$ cat config.mk
export PLATFORM = sky130hd
export DESIGN_NAME = arm_bus_slave_flat
export DESIGN_NICKNAME = d
export VERILOG_FILES = /design/src/rtl/arm_bus_slave_if.sv /design/src/rtl/arm_bus_slave.sv /design/src/flat_wrapper.sv
export SDC_FILE = /design/constraint.sdc
export NUM_CORES = 1
export LEC_CHECK = 0
export ABC_AREA = 1
export BUFFER_PORTS_ARGS = -buffer_cell sky130_fd_sc_hd__buf_2
export CELL_PAD_IN_SITES_DETAIL_PLACEMENT = 0
export CELL_PAD_IN_SITES_GLOBAL_PLACEMENT = 1
export CORE_ASPECT_RATIO = 2
export CORE_UTILIZATION = 40
export DETAILED_ROUTE_END_ITERATION = 6
export GPL_TIMING_DRIVEN = 0
export PLACE_DENSITY = 0.89
export SYNTH_ARGS = -nofsm -noshare
export SYNTH_HDL_FRONTEND = slang
export SYNTH_SLANG_ARGS = --single-unit
export TNS_END_PERCENT = 100
$ cat constraint.sdc
create_clock -name clk_proc -period 3.31 [get_ports clk_proc]
set_input_delay 0.331 -clock clk_proc [delete_from_list [all_inputs] [get_ports clk_proc]]
set_output_delay 0.331 -clock clk_proc [all_outputs]
set_load 0.005 [all_outputs]
$ cat src/rtl/arm_bus_slave_if.sv
// HPS master-port bus bundle: word read/write with waitrequest flow control.
interface arm_bus_slave_if #(
    parameter int ADDR_WIDTH = 32
);
    logic [ADDR_WIDTH-1:0] slave_addr_i;
    logic                  slave_wr_i;
    logic                  slave_rd_i;
    logic [31:0]           slave_datawr_i;
    logic [31:0]           slave_datard_o;
    logic                  slave_waitreq_o;

    modport master (
        output slave_addr_i, slave_wr_i, slave_rd_i, slave_datawr_i,
        input  slave_datard_o, slave_waitreq_o
    );

    modport slave (
        input  slave_addr_i, slave_wr_i, slave_rd_i, slave_datawr_i,
        output slave_datard_o, slave_waitreq_o
    );
endinterface

$ cat src/rtl/arm_bus_slave.sv
// HPS bus responder holding NUM_REGS parameter registers with per-register write strobes.
// Define ARM_BUS_SLAVE_FRAMECNT_EN to add a read-only frame counter at index NUM_REGS.
module arm_bus_slave #(
    parameter int                    ADDR_WIDTH  = 32,
    parameter logic [ADDR_WIDTH-1:0] BASE_ADDR   = '0,
    parameter int                    NUM_REGS    = 16,
    parameter int                    WAIT_STATES = 1
) (
    input  logic                     clk_proc,
    input  logic                     reset,
    arm_bus_slave_if.slave           bus,
    output logic [NUM_REGS*32-1:0]   regs_o,
    output logic [NUM_REGS-1:0]      reg_wr_o,
    input  logic                     in_fv
);

`ifdef ARM_BUS_SLAVE_FRAMECNT_EN
    localparam int NUM_SLOTS = NUM_REGS + 1;
`else
    localparam int NUM_SLOTS = NUM_REGS;
`endif
    localparam int IDX_W = (NUM_SLOTS > 1) ? $clog2(NUM_SLOTS) : 1;

    localparam logic [1:0] ST_IDLE = 2'd0;
    localparam logic [1:0] ST_WAIT = 2'd1;
    localparam logic [1:0] ST_RESP = 2'd2;

    logic [NUM_REGS-1:0][31:0] regs_q;
    logic [ADDR_WIDTH-1:0]     addr_index;
    logic                      addr_hit;
    logic [IDX_W-1:0]          addr_idx;
    logic                      wr_hit;

    logic [1:0]                state;
    logic [3:0]                wcnt;
    logic [IDX_W-1:0]          rd_idx;
    logic                      rd_hit;
    logic [IDX_W-1:0]          sel_idx;
    logic                      sel_hit;
    logic [31:0]               rd_value;
    logic [31:0]               rd_data;
    logic [31:0]               frame_cnt;

    // Subtraction wraps modulo 2^ADDR_WIDTH, so addresses below BASE_ADDR land far out of range.
    assign addr_index = (bus.slave_addr_i - BASE_ADDR) >> 2;
    assign addr_hit   = addr_index < ADDR_WIDTH'(NUM_SLOTS);
    assign addr_idx   = addr_index[IDX_W-1:0];
    assign wr_hit     = bus.slave_wr_i && addr_hit;

    // NOTE: the register bank is reset like any other state; downstream blocks see defined parameters.
    always_ff @(posedge clk_proc) begin
        if (reset) begin
            regs_q   <= '0;
            reg_wr_o <= '0;
        end else begin
            // NOTE: non-blocking assignments throughout sequential logic, so every read sees pre-edge values.
            reg_wr_o <= '0;
            for (int k = 0; k < NUM_REGS; k++) begin
                if (wr_hit && addr_idx == IDX_W'(k)) begin
                    regs_q[k]   <= bus.slave_datawr_i;
                    reg_wr_o[k] <= 1'b1;
                end
            end
        end
    end

    assign regs_o = regs_q;

`ifdef ARM_BUS_SLAVE_FRAMECNT_EN
    logic fv_q;

    // A clear in the same cycle as an in_fv rising edge wins.
    always_ff @(posedge clk_proc) begin
        if (reset) begin
            fv_q      <= 1'b0;
            frame_cnt <= '0;
        end else begin
            fv_q <= in_fv;
            if (wr_hit && addr_idx == IDX_W'(NUM_REGS)) begin
                frame_cnt <= '0;
            end else if (in_fv && !fv_q) begin
                frame_cnt <= frame_cnt + 32'd1;
            end
        end
    end
`else
    logic unused_in_fv;

    assign frame_cnt    = '0;
    assign unused_in_fv = in_fv;
`endif

    // With zero wait states RESP is entered straight from IDLE, so sample the live address there.
    assign sel_idx = (state == ST_IDLE) ? addr_idx : rd_idx;
    assign sel_hit = (state == ST_IDLE) ? addr_hit : rd_hit;

    // NOTE: rd_value gets a default before any branch, so no latch is inferred.
    always_comb begin
        rd_value = '0;
        if (sel_hit) begin
            for (int k = 0; k < NUM_REGS; k++) begin
                if (sel_idx == IDX_W'(k)) rd_value = regs_q[k];
            end
            if (NUM_SLOTS > NUM_REGS && sel_idx == IDX_W'(NUM_REGS)) rd_value = frame_cnt;
        end
    end

    always_ff @(posedge clk_proc) begin
        if (reset) begin
            state   <= ST_IDLE;
            wcnt    <= '0;
            rd_idx  <= '0;
            rd_hit  <= 1'b0;
            rd_data <= '0;
        end else begin
            case (state)
                ST_IDLE: begin
                    if (bus.slave_rd_i && !bus.slave_wr_i) begin
                        rd_idx <= addr_idx;
                        rd_hit <= addr_hit;
                        if (WAIT_STATES == 0) begin
                            state   <= ST_RESP;
                            rd_data <= rd_value;
                        end else begin
                            state <= ST_WAIT;
                            wcnt  <= 4'(WAIT_STATES);
                        end
                    end
                end
                ST_WAIT: begin
                    if (!bus.slave_rd_i) begin
                        state <= ST_IDLE;
                        wcnt  <= '0;
                    end else if (wcnt == 4'd1) begin
                        state   <= ST_RESP;
                        wcnt    <= '0;
                        rd_data <= rd_value;
                    end else begin
                        wcnt <= wcnt - 4'd1;
                    end
                end
                ST_RESP: state <= ST_IDLE;
                default: state <= ST_IDLE;
            endcase
        end
    end

    // A write issued together with a read from IDLE wins and must not stall the master.
    assign bus.slave_waitreq_o = bus.slave_rd_i && (state != ST_RESP)
                                 && !(state == ST_IDLE && bus.slave_wr_i);
    assign bus.slave_datard_o  = rd_data;

endmodule

$ cat src/flat_wrapper.sv
// flat-port wrapper written by rule: the top's interface ports become plain ports
module arm_bus_slave_flat 
#(
    parameter int                    ADDR_WIDTH  = 32,
    parameter logic [ADDR_WIDTH-1:0] BASE_ADDR   = '0,
    parameter int                    NUM_REGS    = 16,
    parameter int                    WAIT_STATES = 1
)
  (clk_proc, reset, regs_o, reg_wr_o, in_fv, bus_slave_addr_i, bus_slave_wr_i, bus_slave_rd_i, bus_slave_datawr_i, bus_slave_datard_o, bus_slave_waitreq_o);
  arm_bus_slave_if #(.ADDR_WIDTH(ADDR_WIDTH)) bus_i ();
  input  logic clk_proc;
  input  logic reset;
  output logic [NUM_REGS*32-1:0] regs_o;
  output logic [NUM_REGS-1:0] reg_wr_o;
  input  logic in_fv;
  input wire logic [$bits(bus_i.slave_addr_i)-1:0] bus_slave_addr_i;
  input wire logic [$bits(bus_i.slave_wr_i)-1:0] bus_slave_wr_i;
  input wire logic [$bits(bus_i.slave_rd_i)-1:0] bus_slave_rd_i;
  input wire logic [$bits(bus_i.slave_datawr_i)-1:0] bus_slave_datawr_i;
  output wire logic [$bits(bus_i.slave_datard_o)-1:0] bus_slave_datard_o;
  output wire logic [$bits(bus_i.slave_waitreq_o)-1:0] bus_slave_waitreq_o;
  assign bus_i.slave_addr_i = bus_slave_addr_i;
  assign bus_i.slave_wr_i = bus_slave_wr_i;
  assign bus_i.slave_rd_i = bus_slave_rd_i;
  assign bus_i.slave_datawr_i = bus_slave_datawr_i;
  assign bus_slave_datard_o = bus_i.slave_datard_o;
  assign bus_slave_waitreq_o = bus_i.slave_waitreq_o;
  arm_bus_slave #(.ADDR_WIDTH(ADDR_WIDTH), .BASE_ADDR(BASE_ADDR), .NUM_REGS(NUM_REGS), .WAIT_STATES(WAIT_STATES)) u_core (.clk_proc(clk_proc), .reset(reset), .bus(bus_i), .regs_o(regs_o), .reg_wr_o(reg_wr_o), .in_fv(in_fv));
endmodule
==> results of run 1 <==
[layer usage]
metal / up-vias / part of all wire
li1: 12443 / -
met1: 12638 / 0.35
met2: 1593 / 0.45
met3: 422 / 0.091
met4: 2 / 0.12
met5: - / 0.000075
[worst min-delay path by stage]
stage	endpoint	depth (start not counted)	startpoint	slack (ns)
2_1_floorplan	u_core.rd_hit	2	u_core.rd_hit	0.44
3_3_place_gp	u_core.regs_o[488]	2	u_core.regs_o[488]	0.44
3_5_place_dp	u_core.regs_o[501]	2	u_core.regs_o[501]	0.45
4_1_cts	u_core.wcnt[0]	3	bus_slave_rd_i	0.0002
5_1_grt	u_core.wcnt[0]	3	bus_slave_rd_i	0.03
6_report	u_core.wcnt[0]	3	bus_slave_rd_i	0.02
[tightest hold or removal path, cell delays in order]
cell and delay (ns):
sky130_fd_sc_hd__buf_2 0.11, sky130_fd_sc_hd__nand3_1 0.08, sky130_fd_sc_hd__a21oi_1 0.06
[through the flow]
stage                     cell area (sq um)  TNS (ns)
final                                 30280  -0.02103
after global routing                  30270         0
after detailed placement              28290    -5.973
after global placement                28290    -5.861
after CTS                             30060  -0.05775
after floorplan                       24190         0
[cells in the mapped netlist (2+ instances only)]
cell type                    n
sky130_fd_sc_hd__a211oi_1    3
sky130_fd_sc_hd__a21oi_1   603
sky130_fd_sc_hd__buf_1       3
sky130_fd_sc_hd__buf_2      30
sky130_fd_sc_hd__buf_4       4
sky130_fd_sc_hd__clkbuf_1  219
sky130_fd_sc_hd__dfxtp_1   571
sky130_fd_sc_hd__ha_1        2
sky130_fd_sc_hd__inv_1     577
sky130_fd_sc_hd__inv_2      11
sky130_fd_sc_hd__nand2_1   409
sky130_fd_sc_hd__nand2_2     3
sky130_fd_sc_hd__nand3_1   132
sky130_fd_sc_hd__nand4_1    69
sky130_fd_sc_hd__nor2_1    142
sky130_fd_sc_hd__nor2_2      5
sky130_fd_sc_hd__nor3_1     28
sky130_fd_sc_hd__nor3_2      6
sky130_fd_sc_hd__nor4_1      6
sky130_fd_sc_hd__nor4_2      2
sky130_fd_sc_hd__o21ai_0   561
sky130_fd_sc_hd__o21ai_1    24
sky130_fd_sc_hd__o21ai_2     2
[layout make-up]
type                    count  area, sq um
fillers                  6330        29630
flip-flops and latches    571        11440
multi-input cells        2002         9772
repair buffers            631         3173
inverters                 589         2211
clock buffers              73         1471
plain buffers             257         1067
well taps                 774        968.4
clock inverters            17        167.7
diodes                      3        7.507
[cells by family after synthesis]
kind of cell	after synthesis
buffers and inverters	846
adders and majority gates	2
DFF	571
and+or+nand+nor	805
AOI/OAI and AO/OA	1194
[power by group]
part / switching (mW) / internal [mW] / leakage, nW
combinational: 0.959 / 0.251 / 7.32
clock: 2.87 / 3.32 / 0.805
sequential: 0.00806 / 6.87 / 4.60
[cell usage in the layout (no fill, tap or decap), types with 5 or more instances in the layout]
master                        n
sky130_fd_sc_hd__buf_2      648
sky130_fd_sc_hd__nand3_2      5
sky130_fd_sc_hd__nand3_1    127
sky130_fd_sc_hd__inv_1      577
sky130_fd_sc_hd__dfxtp_1    569
sky130_fd_sc_hd__nor2_4      13
sky130_fd_sc_hd__clkbuf_8     7
sky130_fd_sc_hd__nand4_1     69
sky130_fd_sc_hd__buf_6        6
sky130_fd_sc_hd__nor2_2      14
sky130_fd_sc_hd__clkbuf_1   230
sky130_fd_sc_hd__o21ai_2      7
sky130_fd_sc_hd__nand2_1    396
sky130_fd_sc_hd__nor3_1      23
sky130_fd_sc_hd__clkbuf_16   53
sky130_fd_sc_hd__inv_2       11
sky130_fd_sc_hd__clkinv_2    11
sky130_fd_sc_hd__nand2_2     14
sky130_fd_sc_hd__nor3_2      10
sky130_fd_sc_hd__nor4_1       6
sky130_fd_sc_hd__a21oi_1    602
sky130_fd_sc_hd__o21ai_1     19
sky130_fd_sc_hd__buf_4       10
sky130_fd_sc_hd__nor2_1     122
sky130_fd_sc_hd__o21ai_0    561
[sequential cells by signal, summed over array words and instances (netlist names)]
| register | flops |
|---|---|
| u_core.bus.slave_datard_o | 32 |
| u_core.state | 2 |
| u_core.rd_hit | 1 |
| u_core.regs_o | 512 |
| u_core.reg_wr_o | 16 |
| u_core.rd_idx | 4 |
| u_core.wcnt | 4 |
[repair_timing]
item | CTS | global route
hold buffers | 0 | 0
endpoints found under the setup margin | 27 | 30
cloned | 0 | 1
pin swaps | 5 | 18
resized for setup | 35 | 57
setup buffers | 0 | 6
==> flow_summary.ini, run 1 <==
[final_layout]
final_net_count = 4175
syn2layout_area_growth_pct = 25.15
stdcell_count = 4917
post_layout_utilization_of_the_core = 0.5054
layout-drive-gt1-share = 0.2005

[global_route]
via_count_of_the_first_global_routing_pass = 25195
grt_antenna_before_repair = 4
grt-busiest-layer = met2
use_met1 = 0.4548
global_route_met3_utilization = 0.08594
grt_start_max_net_pins = 15
gr-usage-met2 = 0.6759
gr-usage-all-layers = 0.4191
global_route.overflow_total = 0
first_pass_grt_wire_length_mm = 182.1

[floorplan]
die-width_um = 175.9
initial_utilization = 0.4038
core_area_sq_mm = 0.05991
design.portCount = 630
die_area_sq_mm = 0.06153
std_cell_rows = 127
chipHeight_um = 349.8

[sta]
number_of_failing_setup_endpoints_in_the_final_timing_report = 1
finClkSkew_ns = 0.01762
timing_hold_violations_final = 0
finalCritPeriodShare = 1.006
worstMarginPinSlew_ns = 1.425
unrepaired_setup_endpoints_after_global_routing = false
timing.hold.ws_ns = 0.02377
clock.fmax_mhz = 300.2
period_needed_ns = 3.331
setup_ws_ns = -0.02103
timing_max_transition_violations_final = 0
max-slew-margin-rel = 0.04988

[run_status]
run_status = complete, but fails checks
failed_checks = setup timing

[synth]
top_reg_cell_synth = sky130_fd_sc_hd__dfxtp_1
synth_seq_area_share = 0.4725
synth_edf_count = 0
unique_masters_post_synth = 29
postSynth.asyncResetShare = 0
synth_top_family_by_area = compound AO/OA/AOI/OAI gates
synth.top_cells.by_area = sky130_fd_sc_hd__dfxtp_1 47%, sky130_fd_sc_hd__a21oi_1 12%, sky130_fd_sc_hd__o21ai_0 12%, sky130_fd_sc_hd__inv_1 9.0%, sky130_fd_sc_hd__nand2_1 6.3%
synth_compound_gate_area_share = 0.2477
yosys_warnings = 0
synth-simple-area-share = 0.1450
synth_fa_ha_area_frac = 0.001034
syn_inst = 3418
synth_top_area_share = 0.4725
netlist.top_cell.by_area = sky130_fd_sc_hd__dfxtp_1
synth_fp_nets = 3489
synthesis.area_sq_mm = 0.02419
synthXorXnorAreaFrac = 0
yosys_register_bits = 571
synth.area.mux_share = 0
synth_area_per_cell_sq_um = 7.078

[drt]
postRouteAntennaNets = 0
post-route-drc-count = 0
routed_via_density = 5.511
wl_per_cell_um = 26.94
routed-via-count = 27098
routed_wl_mm = 132.5
drt_pre_antenna_iters = 7
first_iter_violations = 2641

[worst_setup_path]
reg2reg_to = u_core.bus.slave_datard_o[30]
timing.setup.critical_path_class = flip-flop to flip-flop
crit_path_top_delay_cell = sky130_fd_sc_hd__dfxtp_4
worst-endpoint-required_ns = 3.79
timing.critical_path.depth = 19
critPathMaxFanout = 10
worst_path_cell_chain = inv_1 > nand2_2 > nand2_1 > nand2_2 > nor2_2 > buf_6 > buf_2 > nand3_1 > nand2_1 > nor2_1 > nand4_1 > nand2_1 > nand3_1 > nand2_1 > nand4_1 > nor2_1 > nand3_1 > nand2_1 > a21oi_1
crit_path_frequent_cell = sky130_fd_sc_hd__nand2_1
crit_start = u_core.state[1]
worstSetupEndpoint = u_core.bus.slave_datard_o[30]
r2r_start = u_core.state[1]
cp.buffers_inverters = 3
arrival_ns = 3.81
setup.worst_path.start_class = flip-flop
end_kind = flip-flop
critPathMaxStageDelay_ns = 0.43
worst_r2r_path_depth = 19
setup.reg_to_reg.worst_slack_ns = -0.02
critPathTopFamily = simple AND/OR/NAND/NOR gates

[clock_tree]
htree_levels = 2
clock_latency_on_the_worst_skew_pair_ns = 0.60
cts_root_buffer = sky130_fd_sc_hd__clkbuf_16
max-clock-path-buffers = 3
clock_pin_slew_on_the_worst_setup_and_hold_paths_ns = 0.07
clkSinkCount = 571
cts_made_buffers = 52
tritoncts_clock_tree = yes

[place]
placement.io_buffers = 625
hpwl_mm = 103.9
dp_worst_setup_slack_ns = -0.5006
finalWeightedCongestion = 1.031
dpl.cell_count = 4817

[hold_path]
hold_path.class = input port to flip-flop

[power]
power.static_leakage_nw = 12.72
power_density_mw_per_mm2 = 471.8
power.ir.vdd_worst_uv = 585.2
power.total_mw = 14.29

[run]
cap_viol_max_count = 0
(Power assumes the default switching activity.)
==> run 2: changes to the inputs <==
Settings changed: CORE_UTILIZATION 40 to 37, PLACE_DENSITY 0.89 to 0.83.
Clock period 3.31 ns to 3.7 ns, I/O delays scaled along.
==> run 2 against run 1 <==
Against the previous run: the run ends with capacitance limit, setup timing left; critical path type unchanged; register-to-register slack improved by 0.02 ns; die area rose by 8.0%; non-clock buffer count fell by 6; sequential power fell by 10%; global-route usage fell by 2.3 points.
==> flow_summary.ini, run 2 (synthesized netlist as in run 1, its figures left out) <==
[run_status]
run_status = complete, but fails checks
failed_checks = capacitance limit, setup timing

[worst_setup_path]
arrival_ns = 4.19
worst-endpoint-required_ns = 4.19
end_kind = flip-flop
setup.worst_path.start_class = flip-flop
worst_path_cell_chain = inv_1 > nand2_1 > nand2_1 > nand2_2 > nor2_2 > buf_4 > buf_2 > nand3_1 > nand3_1 > nor2_1 > nand4_1 > nor2_1 > nand4_1 > nor2_1 > nand4_1 > nand2_1 > a21oi_1
crit_path_top_delay_cell = sky130_fd_sc_hd__dfxtp_1
critPathMaxFanout = 10
critPathMaxStageDelay_ns = 0.50
timing.setup.critical_path_class = flip-flop to flip-flop

[floorplan]
die-width_um = 182.8
std_cell_rows = 132
core_area_sq_mm = 0.06474
design.portCount = 630
chipHeight_um = 363.6
initial_utilization = 0.3737
die_area_sq_mm = 0.06647

[sta]
max-slew-margin-rel = 0.0004035
timing_max_transition_violations_final = 0
clock.fmax_mhz = 270.0
number_of_failing_setup_endpoints_in_the_final_timing_report = 1
setup_ws_ns = -0.003387
period_needed_ns = 3.703
finClkSkew_ns = 0.02543
unrepaired_setup_endpoints_after_global_routing = false
finalCritPeriodShare = 1.001
timing_hold_violations_final = 0
worstMarginPinSlew_ns = 1.499

[place]
postPlaceCellArea_sq_mm = 0.02841
dpl.cell_count = 4914
finalWeightedCongestion = 0.9946
hpwl_mm = 107.2
placement.io_buffers = 625

[drt]
routed-via-count = 27009
routed_wl_mm = 135.9
wl_per_cell_um = 27.08
postRouteAntennaNets = 0
routed_via_density = 5.383
drt_pre_antenna_iters = 6
first_iter_violations = 2769
post-route-drc-count = 0

[clock_tree]
tritoncts_clock_tree = yes
clkSinkCount = 571
max-clock-path-buffers = 3
clock_latency_on_the_worst_skew_pair_ns = 0.64
cts_setup_buffers = 0
htree_levels = 2
cts_made_buffers = 53
cts_root_buffer = sky130_fd_sc_hd__clkbuf_16
clock_pin_slew_on_the_worst_setup_and_hold_paths_ns = 0.07

[power]
power.ir.vdd_worst_uv = 339.2
power.total_mw = 13.01
power_density_mw_per_mm2 = 429.9
power.static_leakage_nw = 12.68

[global_route]
via_count_of_the_first_global_routing_pass = 24909
grt_start_max_net_pins = 15
first_pass_grt_wire_length_mm = 185.3
gr-usage-all-layers = 0.3959
grt_antenna_before_repair = 3
global_route.overflow_total = 0

[hold_path]
hold_path.class = input port to flip-flop

[final_layout]
final_net_count = 4169
layout_commonest_cell = sky130_fd_sc_hd__buf_2
syn2layout_area_growth_pct = 25.08
stdcell_count = 5017
post_layout_utilization_of_the_core = 0.4674
final_cell_mix = 655 x sky130_fd_sc_hd__buf_2, 603 x sky130_fd_sc_hd__a21oi_1, 577 x sky130_fd_sc_hd__inv_1
layout.filler_cells = 7050
number_of_flip_flops_in_the_largest_register = 512
layout-drive-gt1-share = 0.1924
post_layout_instance_area_sq_mm = 0.03026

[run]
cap_viol_max_count = 1
==> run 2: cell types whose count changed in the layout (fill, tap and decap cells not counted), sizes merged <==
cell,previous run,this run
buf,666,663
clkbuf,295,300
nor2,149,148
bufinv,3,2
inv,588,589
clkinv,12,14
==> run 2: cell type report <==
type	instances	area [sq um]	share of cell area
multi-input combinational	2001	9607	0.3175
inverter	589	2211	0.07306
sequential	571	11430	0.3778
timing repair buffer	625	3128	0.1034
tap	871	1090	0.03601
antenna	3	7.507	0.0002481
buffer	257	1026	0.03391
clock inverter	19	156.4	0.005168
clock buffer	81	1604	0.05301
==> run 2: power by group <==
part	leakage, nW	internal [mW]	switching, mW	total [mW]
Clock	0.871	3.13	2.66	5.79
Sequential	4.60	6.15	0.00688	6.16
Combinational	7.21	0.205	0.853	1.06
Total	12.7	9.49	3.52	13.0
==> run 2: layer usage <==
layer,GRT usage,wire length (um),vias to the layer above,part of all wire
met3,0.08122,11700,391,0.086
met5,0,0,-,0
li1,-,-,12452,-
met4,0.3534,14180,0,0.10
met2,0.6415,61510,1556,0.45
met1,0.4373,48480,12610,0.36
==> run 2: path summary, 6_finish.rpt <==
kind | from | endpoint | slack, ns | cells after the start
setup / recovery | u_core.state[1] | u_core.bus.slave_datard_o[1] | -0.003 | 17
hold / removal | bus_slave_addr_i[5] | u_core.rd_idx[3] | 0.06 | 3
setup reg to reg | u_core.state[1] | u_core.bus.slave_datard_o[1] | -0.003 | 17
hold reg to reg | u_core.regs_o[508] | u_core.regs_o[508] | 0.45 | 2
==> run 2: through the flow <==
stage          setup WS (ns)    TNS, ns  hold slack [ns]
6_report           -0.003387  -0.003387          0.06321
5_1_grt             0.002923          0          0.06977
4_1_cts             0.006596          0          0.05352
3_5_place_dp         -0.1221    -0.2890           0.4470
3_3_place_gp         -0.1293    -0.3498           0.4418
2_1_floorplan          1.620          0           0.4357
==> run 2: worst max-delay path, delay by kind of cell, from the launching register on <==
kind	cells	cell delay, ns
DFF	1	0.50
buffers and inverters	3	0.48
and+or+nand+nor	13	2.53
AOI/OAI and AO/OA	1	0.06
==> run 2: what timing repair did <==
action | CTS | global route
gates cloned | 0 | 0
endpoints found under the setup margin | 9 | 14
resized for setup | 9 | 12
hold buffers | 0 | 0
pin swaps | 0 | 1
